===== src/rtl/jtbubl_rom_sched_if.sv =====
// Bus bundle between the four CPU ROM slots, the ROM scheduler and the SDRAM read port.
// The master modport is the surrounding system (CPUs plus SDRAM controller).
// The slave modport is the scheduler itself.
interface jtbubl_rom_sched_if #(
    parameter int SLOT_AW = 17
);
    // CPU slot side, one entry per slot (0 main, 1 sub, 2 MCU, 3 sound)
    logic [3:0]              slot_cs;
    logic [3:0][SLOT_AW-1:0] slot_addr;
    logic [3:0]              slot_ok;
    logic [3:0][7:0]         slot_dout;

    // ROM download in progress
    logic                    downloading;

    // SDRAM read port
    logic                    sdram_req;
    logic [21:0]             sdram_addr;
    logic                    sdram_ack;
    logic                    data_rdy;
    logic [31:0]             data_read;
    logic                    refresh_en;

    modport master (
        output slot_cs, slot_addr, downloading, sdram_ack, data_rdy, data_read,
        input  slot_ok, slot_dout, sdram_req, sdram_addr, refresh_en
    );

    modport slave (
        input  slot_cs, slot_addr, downloading, sdram_ack, data_rdy, data_read,
        output slot_ok, slot_dout, sdram_req, sdram_addr, refresh_en
    );
endinterface


===== src/rtl/jtbubl_rom_sched.sv =====
// ROM read scheduler for the four jtbubl CPU slots.
// Each slot owns a one-line (32-bit) cache; misses share a single SDRAM read
// port and are granted round-robin, starting after the last slot served.
module jtbubl_rom_sched #(
    parameter int          SLOT_AW      = 17,
    parameter logic [21:0] SLOT0_OFFSET = 22'h0,
    parameter logic [21:0] SLOT1_OFFSET = 22'h0,
    parameter logic [21:0] SLOT2_OFFSET = 22'h0,
    parameter logic [21:0] SLOT3_OFFSET = 22'h0
) (
    input  logic              clk,
    input  logic              rst,
    jtbubl_rom_sched_if.slave bus
);

    localparam int TW = SLOT_AW - 2;
    localparam logic [21:0] OFFSET [4] = '{SLOT0_OFFSET, SLOT1_OFFSET, SLOT2_OFFSET, SLOT3_OFFSET};

    typedef enum logic [1:0] {
        IDLE,
        WAIT_ACK,
        WAIT_RDY
    } state_t;

    state_t               state;
    state_t               state_nxt;

    logic [3:0]           valid;
    logic [3:0][TW-1:0]   tag;
    logic [3:0][31:0]     line;
    logic [1:0]           rr;

    logic [1:0]           sel;
    logic [TW-1:0]        sel_tag;
    logic                 req_r;
    logic [21:0]          addr_r;

    logic [3:0]           hit;
    logic [3:0]           miss;
    logic [3:0]           ok;
    logic [3:0][7:0]      dout;
    logic [21:0]          word_addr [4];

    logic                 pick_valid;
    logic [1:0]           pick;
    logic [1:0]           cand;
    logic                 fill;

    // Per-slot hit/miss detection, byte selection and SDRAM word address of the slot's line
    always_comb begin
        for (int i = 0; i < 4; i++) begin
            hit[i]       = valid[i] && (tag[i] == bus.slot_addr[i][SLOT_AW-1:2]);
            miss[i]      = bus.slot_cs[i] && !hit[i] && !bus.downloading;
            ok[i]        = bus.slot_cs[i] && hit[i] && !bus.downloading;
            dout[i]      = line[i][{bus.slot_addr[i][1:0], 3'b000} +: 8];
            word_addr[i] = OFFSET[i] + 22'({bus.slot_addr[i][SLOT_AW-1:2], 1'b0});
        end
    end

    // Round-robin pick: first missing slot after rr, with rr itself considered last
    always_comb begin
        pick_valid = 1'b0;
        pick       = rr;
        cand       = rr;
        for (int k = 1; k <= 4; k++) begin
            cand = rr + 2'(k);
            if (!pick_valid && miss[cand]) begin
                pick_valid = 1'b1;
                pick       = cand;
            end
        end
    end

    // Next-state logic; a download aborts whatever fill is in flight
    always_comb begin
        state_nxt = state;
        fill      = 1'b0;
        case (state)
            IDLE: begin
                if (pick_valid) begin
                    state_nxt = WAIT_ACK;
                end
            end
            WAIT_ACK: begin
                if (bus.sdram_ack) begin
                    if (bus.data_rdy) begin
                        fill      = 1'b1;
                        state_nxt = IDLE;
                    end else begin
                        state_nxt = WAIT_RDY;
                    end
                end
            end
            WAIT_RDY: begin
                if (bus.data_rdy) begin
                    fill      = 1'b1;
                    state_nxt = IDLE;
                end
            end
            default: state_nxt = IDLE;
        endcase
        if (bus.downloading) begin
            state_nxt = IDLE;
            fill      = 1'b0;
        end
    end

    // State register
    always_ff @(posedge clk) begin
        if (rst) begin
            state <= IDLE;
        end else begin
            state <= state_nxt;
        end
    end

    // Request latch: slot index, tag and word address are frozen for the whole fill
    always_ff @(posedge clk) begin
        if (rst) begin
            req_r   <= 1'b0;
            addr_r  <= 22'h0;
            sel     <= 2'd0;
            sel_tag <= '0;
        end else if (bus.downloading) begin
            req_r <= 1'b0;
        end else if (state == IDLE && pick_valid) begin
            req_r   <= 1'b1;
            addr_r  <= word_addr[pick];
            sel     <= pick;
            sel_tag <= bus.slot_addr[pick][SLOT_AW-1:2];
        end else if (state == WAIT_ACK && bus.sdram_ack) begin
            req_r <= 1'b0;
        end
    end

    // Line caches and round-robin pointer; downloads invalidate everything
    always_ff @(posedge clk) begin
        if (rst) begin
            valid <= 4'b0;
            tag   <= '0;
            line  <= '0;
            rr    <= 2'd0;
        end else if (bus.downloading) begin
            valid <= 4'b0;
        end else if (fill) begin
            valid[sel] <= 1'b1;
            tag[sel]   <= sel_tag;
            line[sel]  <= bus.data_read;
            rr         <= sel;
        end
    end

    // Output drive; the request is masked immediately when a download starts
    always_comb begin
        bus.slot_ok    = ok;
        bus.slot_dout  = dout;
        bus.sdram_req  = req_r && !bus.downloading;
        bus.sdram_addr = addr_r;
        bus.refresh_en = bus.downloading || (state == IDLE && !pick_valid);
    end

endmodule

===== src/flat_wrapper.sv =====
// flat-port wrapper written by rule: the top's interface ports become plain ports
module jtbubl_rom_sched_flat 
#(
    parameter int          SLOT_AW      = 17,
    parameter logic [21:0] SLOT0_OFFSET = 22'h0,
    parameter logic [21:0] SLOT1_OFFSET = 22'h0,
    parameter logic [21:0] SLOT2_OFFSET = 22'h0,
    parameter logic [21:0] SLOT3_OFFSET = 22'h0
)
  (clk, rst, bus_slot_cs, bus_slot_addr, bus_downloading, bus_sdram_ack, bus_data_rdy, bus_data_read, bus_slot_ok, bus_slot_dout, bus_sdram_req, bus_sdram_addr, bus_refresh_en);
  jtbubl_rom_sched_if #(.SLOT_AW(SLOT_AW)) bus_i ();
  input  logic clk;
  input  logic rst;
  input wire logic [$bits(bus_i.slot_cs)-1:0] bus_slot_cs;
  input wire logic [$bits(bus_i.slot_addr)-1:0] bus_slot_addr;
  input wire logic [$bits(bus_i.downloading)-1:0] bus_downloading;
  input wire logic [$bits(bus_i.sdram_ack)-1:0] bus_sdram_ack;
  input wire logic [$bits(bus_i.data_rdy)-1:0] bus_data_rdy;
  input wire logic [$bits(bus_i.data_read)-1:0] bus_data_read;
  output wire logic [$bits(bus_i.slot_ok)-1:0] bus_slot_ok;
  output wire logic [$bits(bus_i.slot_dout)-1:0] bus_slot_dout;
  output wire logic [$bits(bus_i.sdram_req)-1:0] bus_sdram_req;
  output wire logic [$bits(bus_i.sdram_addr)-1:0] bus_sdram_addr;
  output wire logic [$bits(bus_i.refresh_en)-1:0] bus_refresh_en;
  assign bus_i.slot_cs = bus_slot_cs;
  assign bus_i.slot_addr = bus_slot_addr;
  assign bus_i.downloading = bus_downloading;
  assign bus_i.sdram_ack = bus_sdram_ack;
  assign bus_i.data_rdy = bus_data_rdy;
  assign bus_i.data_read = bus_data_read;
  assign bus_slot_ok = bus_i.slot_ok;
  assign bus_slot_dout = bus_i.slot_dout;
  assign bus_sdram_req = bus_i.sdram_req;
  assign bus_sdram_addr = bus_i.sdram_addr;
  assign bus_refresh_en = bus_i.refresh_en;
  jtbubl_rom_sched #(.SLOT_AW(SLOT_AW), .SLOT0_OFFSET(SLOT0_OFFSET), .SLOT1_OFFSET(SLOT1_OFFSET), .SLOT2_OFFSET(SLOT2_OFFSET), .SLOT3_OFFSET(SLOT3_OFFSET)) u_core (.clk(clk), .rst(rst), .bus(bus_i));
endmodule

===== config.mk =====
export PLATFORM = sky130hd
export DESIGN_NAME = jtbubl_rom_sched_flat
export DESIGN_NICKNAME = d
export VERILOG_FILES = /design/src/rtl/jtbubl_rom_sched_if.sv /design/src/rtl/jtbubl_rom_sched.sv /design/src/flat_wrapper.sv
export SDC_FILE = /design/constraint.sdc
export NUM_CORES = 1
export LEC_CHECK = 0
export BUFFER_PORTS_ARGS = -buffer_cell sky130_fd_sc_hd__clkbuf_2
export CORE_UTILIZATION = 50
export DETAILED_ROUTE_END_ITERATION = 8
export PLACE_DENSITY = 0.73
export SLEW_MARGIN = 30
export SYNTH_ARGS = -nofsm -noshare
export SYNTH_HDL_FRONTEND = slang
export SYNTH_SLANG_ARGS = --single-unit

===== constraint.sdc =====
create_clock -name clk -period 3.2 [get_ports clk]
set_input_delay 0.16 -clock clk [delete_from_list [all_inputs] [get_ports clk]]
set_output_delay 0.16 -clock clk [all_outputs]
set_load 0.02 [all_outputs]

==> results_dict.tcl, run 1 <==
set metrics [dict create \
    cp_data_required_time_ps 3040 \
    fillCellCount 1639 \
    skew_ps 19.8 \
    holdCritStartpoint "bus_data_read[20]" \
    leakage_nw 4.12 \
    ys_ff_latch 214 \
    path_cells "xnor2_1, nand4_1, or4_1, and3b_1, nor4_2, and2_1, or2_2, clkbuf_2" \
    final_core_util_pct 61.0 \
    dp_hpwl_mm 18.8 \
    antenna_found_initial 0 \
    gr-total-overflow 0 \
    critPathLaunchType "flip-flop" \
    yosys_warnings 0 \
    yosys.area.top_type_share_pct 45.1 \
    fin_nets 1368 \
    worst_setup_path_end_kind "output pin" \
    period_needed_ps 3090 \
    coreArea_um2 18600 \
    slew_viol_final 0 \
    regArea_um2 4280 \
    cp_slowest_cell "or4_1" \
    drt_iter0_markers 720 \
    die-height_um 140 \
    slowest_delay_ps 630 \
    grt_pass1_wl_mm 42.7 \
    gp_congestion 0.882 \
    yosys.area.top_type "dfxtp_1" \
    wl_mm 27.3 \
    via_per_inst 5.66 \
    whs_ps 7.73 \
    drc 0 \
    placed_area_um2 10400 \
    tightest_slew_ps 942 \
    antenna_left 0 \
    cts_setup_buffers 0 \
    num_vias 8519 \
    numClockSinks 214 \
    r2r_slack_ps 390 \
    synth_edf_count 0 \
    power_density_nw_per_um2 508 \
    final_area_um2 11400 \
    holdPathEnd "u_core.line[20]" \
    diodes 0 \
    syn_area_per_cell_um2 8.56 \
    initial_core_util_pct 50.9 \
    die_area_um2 19500 \
    ir_drop_mv 0.299 \
    critPathMaxFanout 4 \
    finalWorstSetupSlack_ps 113 \
    syn_inst 1109 \
    cts_root_buf "clkbuf_16" \
    yosysSeqAreaShare_pct 45.1 \
    wl_per_cell_um 18.1 \
    drive_gt1_share_pct 21.1 \
    dr.pass1.iters 5 \
    ios 169 \
    syn2layout_area_growth_pct 19.8 \
    max_freq_mhz 324 \
    syn_area_um2 9500 \
    cts_buffers 23 \
    whs_path_depth 3 \
    grt_pass1_vias 8056 \
    slew_headroom_pct 37.2 \
    clk_pin_slew_ps 60 \
    hp-class "in -> reg" \
    grtUsageTotal_pct 27.8 \
    ys.flop_type "dfxtp_1" \
    multi_input_area_um2 4870 \
    hold_viol 0 \
    die_x_um 140 \
    place_ws_ps 439 \
    timing.rr.end "u_core.sel_tag[2]" \
    async_flop_share_pct 0 \
    tns_ps 0 \
    r2r-start "u_core.tag[45]" \
    timing.max_cap.violations 0 \
    setup_viol_count_final 0 \
    critical_path_class "reg -> out" \
    cp.arrival_ps 2930 \
    h-tree-depth 1 \
    ys_types 48 \
    fin_crit_sh_pct 96.5 \
    clockBufferDepth 3 \
    fp-row-count 50 \
    cts_tree "yes" \
    clk_latency_ps 510 \
    ff2ff_path_depth 9 \
    status "finished clean" \
    grt_max_degree 83 \
    rsz0062_at_grt "false" \
    synth_area_leaders "dfxtp_1 45%, nand2_1 16%, a21oi_1 10%, mux4_2 7.6%, xnor2_1 5.5%" \
    port_buffers 161 \
]
routing by layer:
layer / vias up / GRT usage [%] / wire (µm)
li1: 4021 / - / -
met3: 60 / 4.03 / 2040
met2: 394 / 42.8 / 12100
met1: 4044 / 39.8 / 12400
met4: 0 / 9.37 / 767
met5: - / 0 / 0
worst max path at each step:
stage,start,end,slack (ps),depth (start not counted)
after CTS,u_core.tag[16],bus_refresh_en,10,8
after floorplan,u_core.tag[38],u_core.sel_tag[10],730,9
final,u_core.tag[16],bus_refresh_en,110,8
after global placement,u_core.tag[50],u_core.sel_tag[2],510,9
after detailed placement,u_core.tag[45],u_core.sel_tag[0],440,9
after global routing,u_core.tag[1],bus_refresh_en,6,8
cell usage after synthesis, drive strengths merged (3+ instances only):
library cell    n
ha              3
nand2         397
o221ai         16
a21boi          3
inv             5
nand4          16
clkbuf         60
or4             4
buf            25
dfxtp         214
xnor2          60
nor3b           4
mux2i          33
nor2            8
o21a            5
and3b           4
mux4           32
a21oi         190
cell families after synthesis:
logic type | count (synthesis) | share of synthesized area, %
AND/OR/NAND/NOR | 454 | 19.7
other | 1 | 0.0395
buffers and inverters | 90 | 4.32
XOR/XNOR | 60 | 5.53
adder cells (fa/ha/maj) | 3 | 0.395
flip-flops | 214 | 45.1
multiplexers | 65 | 11.1
AO/OA/AOI/OAI | 222 | 13.8
cell usage in the layout (no fill, tap or decap), types with 2 or more instances in the layout:
cell / netlist / routed
mux4_2: 32 / 32
nor3b_1: 4 / 3
ha_1: 3 / 3
mux2i_1: 33 / 33
nand4_1: 16 / 16
nand2b_1: 2 / 2
nor2_1: 7 / 6
nor2b_1: 2 / 2
o221ai_1: 5 / 5
clkbuf_1: 60 / 5
dfxtp_1: 214 / 214
o21a_1: 5 / 5
o221ai_2: 11 / 11
nor3_1: 2 / 2
clkinv_2: 0 / 4
inv_1: 5 / 5
conb_1: 1 / 7
dlygate4sd3_1: 0 / 28
a21oi_1: 190 / 190
clkbuf_16: 0 / 23
o21ai_0: 2 / 2
a21boi_0: 2 / 2
or2_2: 2 / 2
nand2_1: 396 / 396
or4_1: 4 / 4
xnor2_1: 60 / 60
clkbuf_8: 0 / 6
buf_12: 1 / 2
and3b_1: 3 / 2
buf_4: 11 / 10
clkbuf_2: 0 / 160
and2b_1: 2 / 2
nand3b_1: 2 / 2
flip-flops by register name, summed over array words and instances (netlist names), 2 cells and up:
| name | count |
|---|---|
| u_core.tag | 60 |
| u_core.sel_tag | 14 |
| u_core.sel | 2 |
| u_core.line | 128 |
| u_core.valid | 4 |
| u_core.state | 2 |
| u_core.rr | 2 |
worst max-delay path, delay by kind of cell (launching register included):
family / cells / cell delay, ps
flip-flops: 1 / 380
XOR/XNOR: 1 / 130
buffers and inverters: 1 / 150
AND/OR/NAND/NOR: 6 / 1760
final cells by class:
| cell class | instances | area share [%] |
|---|---|---|
| timing repair buffer | 201 | 10.6 |
| clock inverter | 5 | 0.253 |
| inverter | 5 | 0.165 |
| sequential | 214 | 37.7 |
| clock buffer | 34 | 5.95 |
| tap | 234 | 2.57 |
| multi-input combinational | 811 | 42.8 |
where the power goes:
part / switching (W) / internal, W / total (W)
registers: 0.0000712 / 0.00269 / 0.00276
logic: 0.000314 / 0.000209 / 0.000523
clock network: 0.00104 / 0.00146 / 0.00249
repair_timing:
action | 4_1_cts | 5_1_grt
endpoints found under the setup margin | 0 | 1
resized for setup | 0 | 1
endpoints found under the hold margin | 93 | 0
hold buffers | 28 | 0
stage by stage:
step | power (W) | std cells
3_5_place_dp | 0.00331 | 1437
3_3_place_gp | 0.00331 | 1437
2_1_floorplan | 0.00308 | 1115
5_1_grt | 0.00592 | 1504
4_1_cts | 0.00579 | 1504
6_report | 0.00578 | 1504
Note: power is estimated with default switching activity, not from simulation.
==> run 2: changes to the inputs <==
--- a/config.mk
+++ b/config.mk
@@ -6,6 +6,7 @@
 export NUM_CORES = 1
 export LEC_CHECK = 0
 export BUFFER_PORTS_ARGS = -buffer_cell sky130_fd_sc_hd__clkbuf_2
+export CORE_ASPECT_RATIO = 1.4
 export CORE_UTILIZATION = 50
 export DETAILED_ROUTE_END_ITERATION = 8
 export PLACE_DENSITY = 0.73
==> run 2 against run 1 <==
Via count rose by 0.59%. Clock skew fell by 8.2 ps. Sequential power barely moved. Cell count rose by 0.60%. Highest routed layer unchanged.
==> results_dict.tcl, run 2 (synthesis results as in run 1) <==
set metrics [dict create \
    h-tree-depth 1 \
    die_area_um2 19600 \
    fillCellCount 1628 \
    r2r_slack_ps 190 \
    status "finished clean" \
    initial_core_util_pct 51.0 \
    leakage_nw 4.16 \
    numClockSinks 214 \
    grt_use_met3_pct 3.74 \
    grt_pass1_wl_mm 43.8 \
    r2r-start "u_core.tag[43]" \
    placed_area_um2 10400 \
    die-height_um 165 \
    fp-row-count 59 \
    rsz0062_at_grt "false" \
    layout_common_cells "396 x nand2_1, 214 x dfxtp_1, 190 x a21oi_1" \
    cp_data_required_time_ps 3040 \
    fin_crit_sh_pct 96.5 \
    grt_use_met1_pct 32.2 \
    tns_ps 0 \
    critPathLaunchType "flip-flop" \
    top_regs "u_core.line x128, u_core.tag x60, u_core.sel_tag x14" \
    setup_viol_count_final 0 \
    layout_commonest_cell "nand2_1" \
    gr-total-overflow 0 \
    drt_iter0_markers 677 \
    gp_congestion 1.04 \
    max_freq_mhz 324 \
    holdCritStartpoint "bus_data_read[27]" \
    ir_drop_mv 0.472 \
    wl_per_cell_um 19.4 \
    regMostFlops "u_core.line" \
    cts_buffers 22 \
    clockBufferDepth 3 \
    die_x_um 118 \
    antenna_found_initial 0 \
    cp_slowest_cell "or4_4" \
    clk_pin_slew_ps 60 \
    slew_viol_final 0 \
    via_per_inst 5.66 \
    busiest_layer "met2" \
    num_vias 8569 \
    multi_input_area_um2 4870 \
    timing.rr.end "u_core.sel_tag[8]" \
    clk_latency_ps 500 \
    fin_nets 1365 \
    dp_hpwl_mm 20.6 \
    syn2layout_area_growth_pct 20.7 \
    wl_mm 29.4 \
    holdPathEnd "u_core.line[27]" \
    grt_max_degree 153 \
    ios 169 \
    slowest_delay_ps 610 \
    ff2ff_path_depth 9 \
    skew_ps 11.6 \
    antenna_left 0 \
    drc 0 \
    cts_root_buf "clkbuf_16" \
    critPathTopFamily "simple AND/OR/NAND/NOR gates" \
    cts_tree "yes" \
    critPathMaxFanout 5 \
    power_density_nw_per_um2 532 \
    tightest_slew_ps 968 \
    period_needed_ps 3090 \
    worst_setup_path_end_kind "output pin" \
    regArea_um2 4280 \
    gr-usage-met2_pct 54.3 \
    final_core_util_pct 61.6 \
    whs_ps 11.7 \
    grt_pass1_vias 8148 \
    whs_path_depth 3 \
    grtUsageTotal_pct 29.5 \
    diodes 0 \
    path_buf_inv 2 \
    timing.max_cap.violations 0 \
    hold_viol 0 \
    coreArea_um2 18600 \
    final_area_um2 11500 \
    dr.pass1.iters 5 \
    hp-class "in -> reg" \
    slew_headroom_pct 35.5 \
    path_cells "xnor2_1, nand4_1, or4_4, and3b_2, nor4_4, buf_4, and2_1, or2_2, clkbuf_2" \
    critical_path_class "reg -> out" \
    startpoint "u_core.tag[7]" \
    cp.arrival_ps 2930 \
    largest_register_ffs 128 \
    drive_gt1_share_pct 21.6 \
    port_buffers 161 \
]
-- run 2: metrics by stage --
stage | worst slack, ps | cells | total power [W]
2_1_floorplan | 732 | 1115 | 0.00308
3_3_place_gp | 175 | 1450 | 0.00332
3_5_place_dp | 147 | 1450 | 0.00333
4_1_cts | 30.0 | 1513 | 0.00612
5_1_grt | 10.8 | 1513 | 0.00624
6_report | 112 | 1513 | 0.00610
-- run 2: worst max-delay path by stage --
stage                     cells after the start  slack, ps                 end
after floorplan                               9        730  u_core.sel_tag[10]
after global placement                        8        170  u_core.sel_tag[10]
after detailed placement                      8        150  u_core.sel_tag[10]
after CTS                                     9         30      bus_refresh_en
after global routing                          9         10      bus_refresh_en
final                                         9        110      bus_refresh_en
-- run 2: routing by layer --
| layer | wire length (µm) | vias up |
|---|---|---|
| met3 | 1950 | 93 |
| li1 | - | 4019 |
| met2 | 15000 | 371 |
| met5 | 0 | - |
| met1 | 10600 | 4086 |
| met4 | 1830 | 0 |
-- run 2: repair_timing --
action / in CTS / in global routing
hold buffers: 23 / 0
pin swaps: 0 / 2
setup endpoints to repair: 1 / 1
endpoints found under the hold margin: 56 / 0
resized for setup: 3 / 1
gates cloned: 0 / 0
setup buffers: 0 / 0
-- run 2: area by class of cell --
type                    count  area share (%)
clock buffers              32            5.93
clock inverters             8            1.09
inverters                   5           0.164
multi-input cells         811            42.5
flip-flops and latches    214            37.4
well taps                 244            2.66
repair buffers            199            10.3
-- run 2: worst reg2reg max path, delay by kind of cell, from the launching register on --
family	cells	cell delay, ps
DFF	1	320
buffers and inverters	1	270
xor gates and xnor gates	1	170
muxes	1	510
and+or+nand+nor	3	1020
AOI/OAI and AO/OA	3	580
-- run 2: where the power goes --
group | leakage [nW] | switching, W | internal (W)
Combinational | 2.03 | 0.000323 | 0.000205
Sequential | 1.73 | 0.0000777 | 0.00269
Clock | 0.395 | 0.00108 | 0.00172
==> run 3: changes to the inputs <==
--- a/config.mk
+++ b/config.mk
@@ -8,6 +8,7 @@
 export BUFFER_PORTS_ARGS = -buffer_cell sky130_fd_sc_hd__clkbuf_2
 export CORE_ASPECT_RATIO = 1.4
 export CORE_UTILIZATION = 50
+export CTS_BUF_LIST = sky130_fd_sc_hd__clkbuf_4 sky130_fd_sc_hd__clkbuf_8
 export DETAILED_ROUTE_END_ITERATION = 8
 export PLACE_DENSITY = 0.73
 export SLEW_MARGIN = 30
==> run 3 against run 2 <==
Cell count is 1.7% higher. Register-to-register slack worse by 60 ps. Clock skew is 3.2 ps higher. Cell area is 0.35% lower. Sequential cell count stayed put. Critical endpoint is now u_core.sel_tag[8].
==> results_dict.tcl, run 3 (synthesis results as in run 1) <==
set metrics [dict create \
    dp_hpwl_mm 20.6 \
    cts_tree "yes" \
    fin_nets 1388 \
    holdPathEnd "u_core.state[0]" \
    leakage_nw 4.16 \
    syn2layout_area_growth_pct 20.3 \
    power_density_nw_per_um2 492 \
    slowest_delay_ps 560 \
    cp_data_required_time_ps 3560 \
    r2r-start "u_core.tag[46]" \
    gr-total-overflow 0 \
    ff2ff_path_depth 9 \
    drc 0 \
    critPathLaunchType "flip-flop" \
    fp-row-count 59 \
    num_vias 8690 \
    tightest_slew_ps 971 \
    h-tree-depth 2 \
    die_area_um2 19600 \
    critPathTopFamily "simple AND/OR/NAND/NOR gates" \
    ios 169 \
    worst_setup_path_end_kind "flip-flop" \
    slew_viol_final 0 \
    timing.rr.end "u_core.sel_tag[8]" \
    clk_latency_ps 500 \
    clk_pin_slew_ps 60 \
    diodes 0 \
    r2r_slack_ps 130 \
    slew_headroom_pct 35.3 \
    grt_pass1_wl_mm 44.6 \
    cp.arrival_ps 3430 \
    max_freq_mhz 326 \
    layout_common_cells "396 x nand2_1, 214 x dfxtp_1, 190 x a21oi_1" \
    port_buffers 161 \
    regMostFlops "u_core.line" \
    tns_ps 0 \
    timing.max_cap.violations 0 \
    holdCritStartpoint "bus_downloading" \
    whs_ps 20.8 \
    regArea_um2 4280 \
    grt_pass1_vias 8324 \
    rsz0062_at_grt "false" \
    gp_congestion 1.04 \
    grt_max_degree 153 \
    place_ws_ps 147 \
    period_needed_ps 3070 \
    critical_path_class "reg -> reg" \
    finalWorstSetupSlack_ps 130 \
    final_area_um2 11400 \
    wl_mm 29.8 \
    cp_slowest_cell "or4_1" \
    clockBufferDepth 3 \
    status "finished clean" \
    antenna_left 0 \
    path_buf_inv 1 \
    whs_path_depth 2 \
    critPathMaxFanout 13 \
    cts_buffers 35 \
    die_x_um 118 \
    ir_drop_mv 0.330 \
    wl_per_cell_um 19.4 \
    dr.pass1.iters 5 \
    multi_input_area_um2 4870 \
    path_cells "xnor2_1, nand4_1, or4_1, and2b_1, o221ai_1, a21boi_4, buf_4, mux2i_1, o221ai_2" \
    hold_viol 0 \
    skew_ps 14.8 \
    largest_register_ffs 128 \
    cts_root_buf "clkbuf_8" \
    grtUsageTotal_pct 30.1 \
    numClockSinks 214 \
    die-height_um 165 \
    setup_viol_count_final 0 \
    initial_core_util_pct 51.0 \
    antenna_found_initial 0 \
    fillCellCount 1637 \
    drt_iter0_markers 661 \
    drive_gt1_share_pct 22.6 \
    fin_crit_sh_pct 95.9 \
    via_per_inst 5.65 \
    layout_commonest_cell "nand2_1" \
    placed_area_um2 10400 \
    top_regs "u_core.line x128, u_core.tag x60, u_core.sel_tag x14" \
    coreArea_um2 18600 \
    hp-class "in -> reg" \
]
-- run 3: cell count changes in the layout (fill, tap and decap cells not counted), moves of 2 or more --
| cell | delta |
|---|---|
| clkbuf_16 | -23 |
| bufinv_16 | -3 |
| clkinv_2 | -2 |
| clkbuf_8 | +32 |
| clkbuf_1 | -2 |
| dlygate4sd3_1 | +9 |
| clkbuf_4 | +14 |
-- run 3: timing repair --
item / 4_1_cts / 5_1_grt
buffers inserted: 0 / 1
pin swaps: 0 / 3
hold buffers: 32 / 0
hold endpoints to repair: 90 / 0
setup endpoints to repair: 1 / 1
resized for setup: 2 / 2
-- run 3: cell type report --
class                      instances  share of cell area (%)
clock buffer                      53                    5.62
inverter                           5                   0.164
multi-input combinational        811                    42.6
clock inverter                     3                   0.219
sequential                       214                    37.5
tap                              244                    2.67
timing repair buffer             209                    11.2
-- run 3: power breakdown --
| group | leakage, nW | internal (W) | switching [W] |
|---|---|---|---|
| clock | 0.354 | 0.00128 | 0.00103 |
| combinational | 2.08 | 0.000213 | 0.000329 |
| sequential | 1.73 | 0.00269 | 0.0000776 |
| total | 4.16 | 0.00418 | 0.00144 |
-- run 3: metal layers --
metal	share of wire [%]	up-vias	global-route usage, %
li1	-	4061	-
met1	36	4103	31.8
met2	51	412	55.3
met3	6.6	114	4.60
met4	7.2	0	21.1
met5	0	-	0
-- run 3: worst max-delay path by stage --
| stage | slack (ps) | startpoint | endpoint | depth (start not counted) |
|---|---|---|---|---|
| 2_1_floorplan | 730 | u_core.tag[38] | u_core.sel_tag[10] | 9 |
| 3_3_place_gp | 170 | u_core.tag[11] | u_core.sel_tag[10] | 8 |
| 3_5_place_dp | 150 | u_core.tag[11] | u_core.sel_tag[10] | 8 |
| 4_1_cts | 30 | u_core.tag[11] | bus_refresh_en | 9 |
| 5_1_grt | 3 | u_core.tag[6] | bus_refresh_en | 9 |
| 6_report | 130 | u_core.tag[46] | u_core.sel_tag[8] | 9 |
-- run 3: per-stage QoR --
step | util (%) | std cells | power, W
after global routing | 61.4 | 1539 | 0.00580
after CTS | 61.3 | 1538 | 0.00565
after floorplan | - | 1115 | 0.00308
final | 61.4 | 1539 | 0.00562
after detailed placement | 55.9 | 1450 | 0.00333
after global placement | 55.9 | 1450 | 0.00332
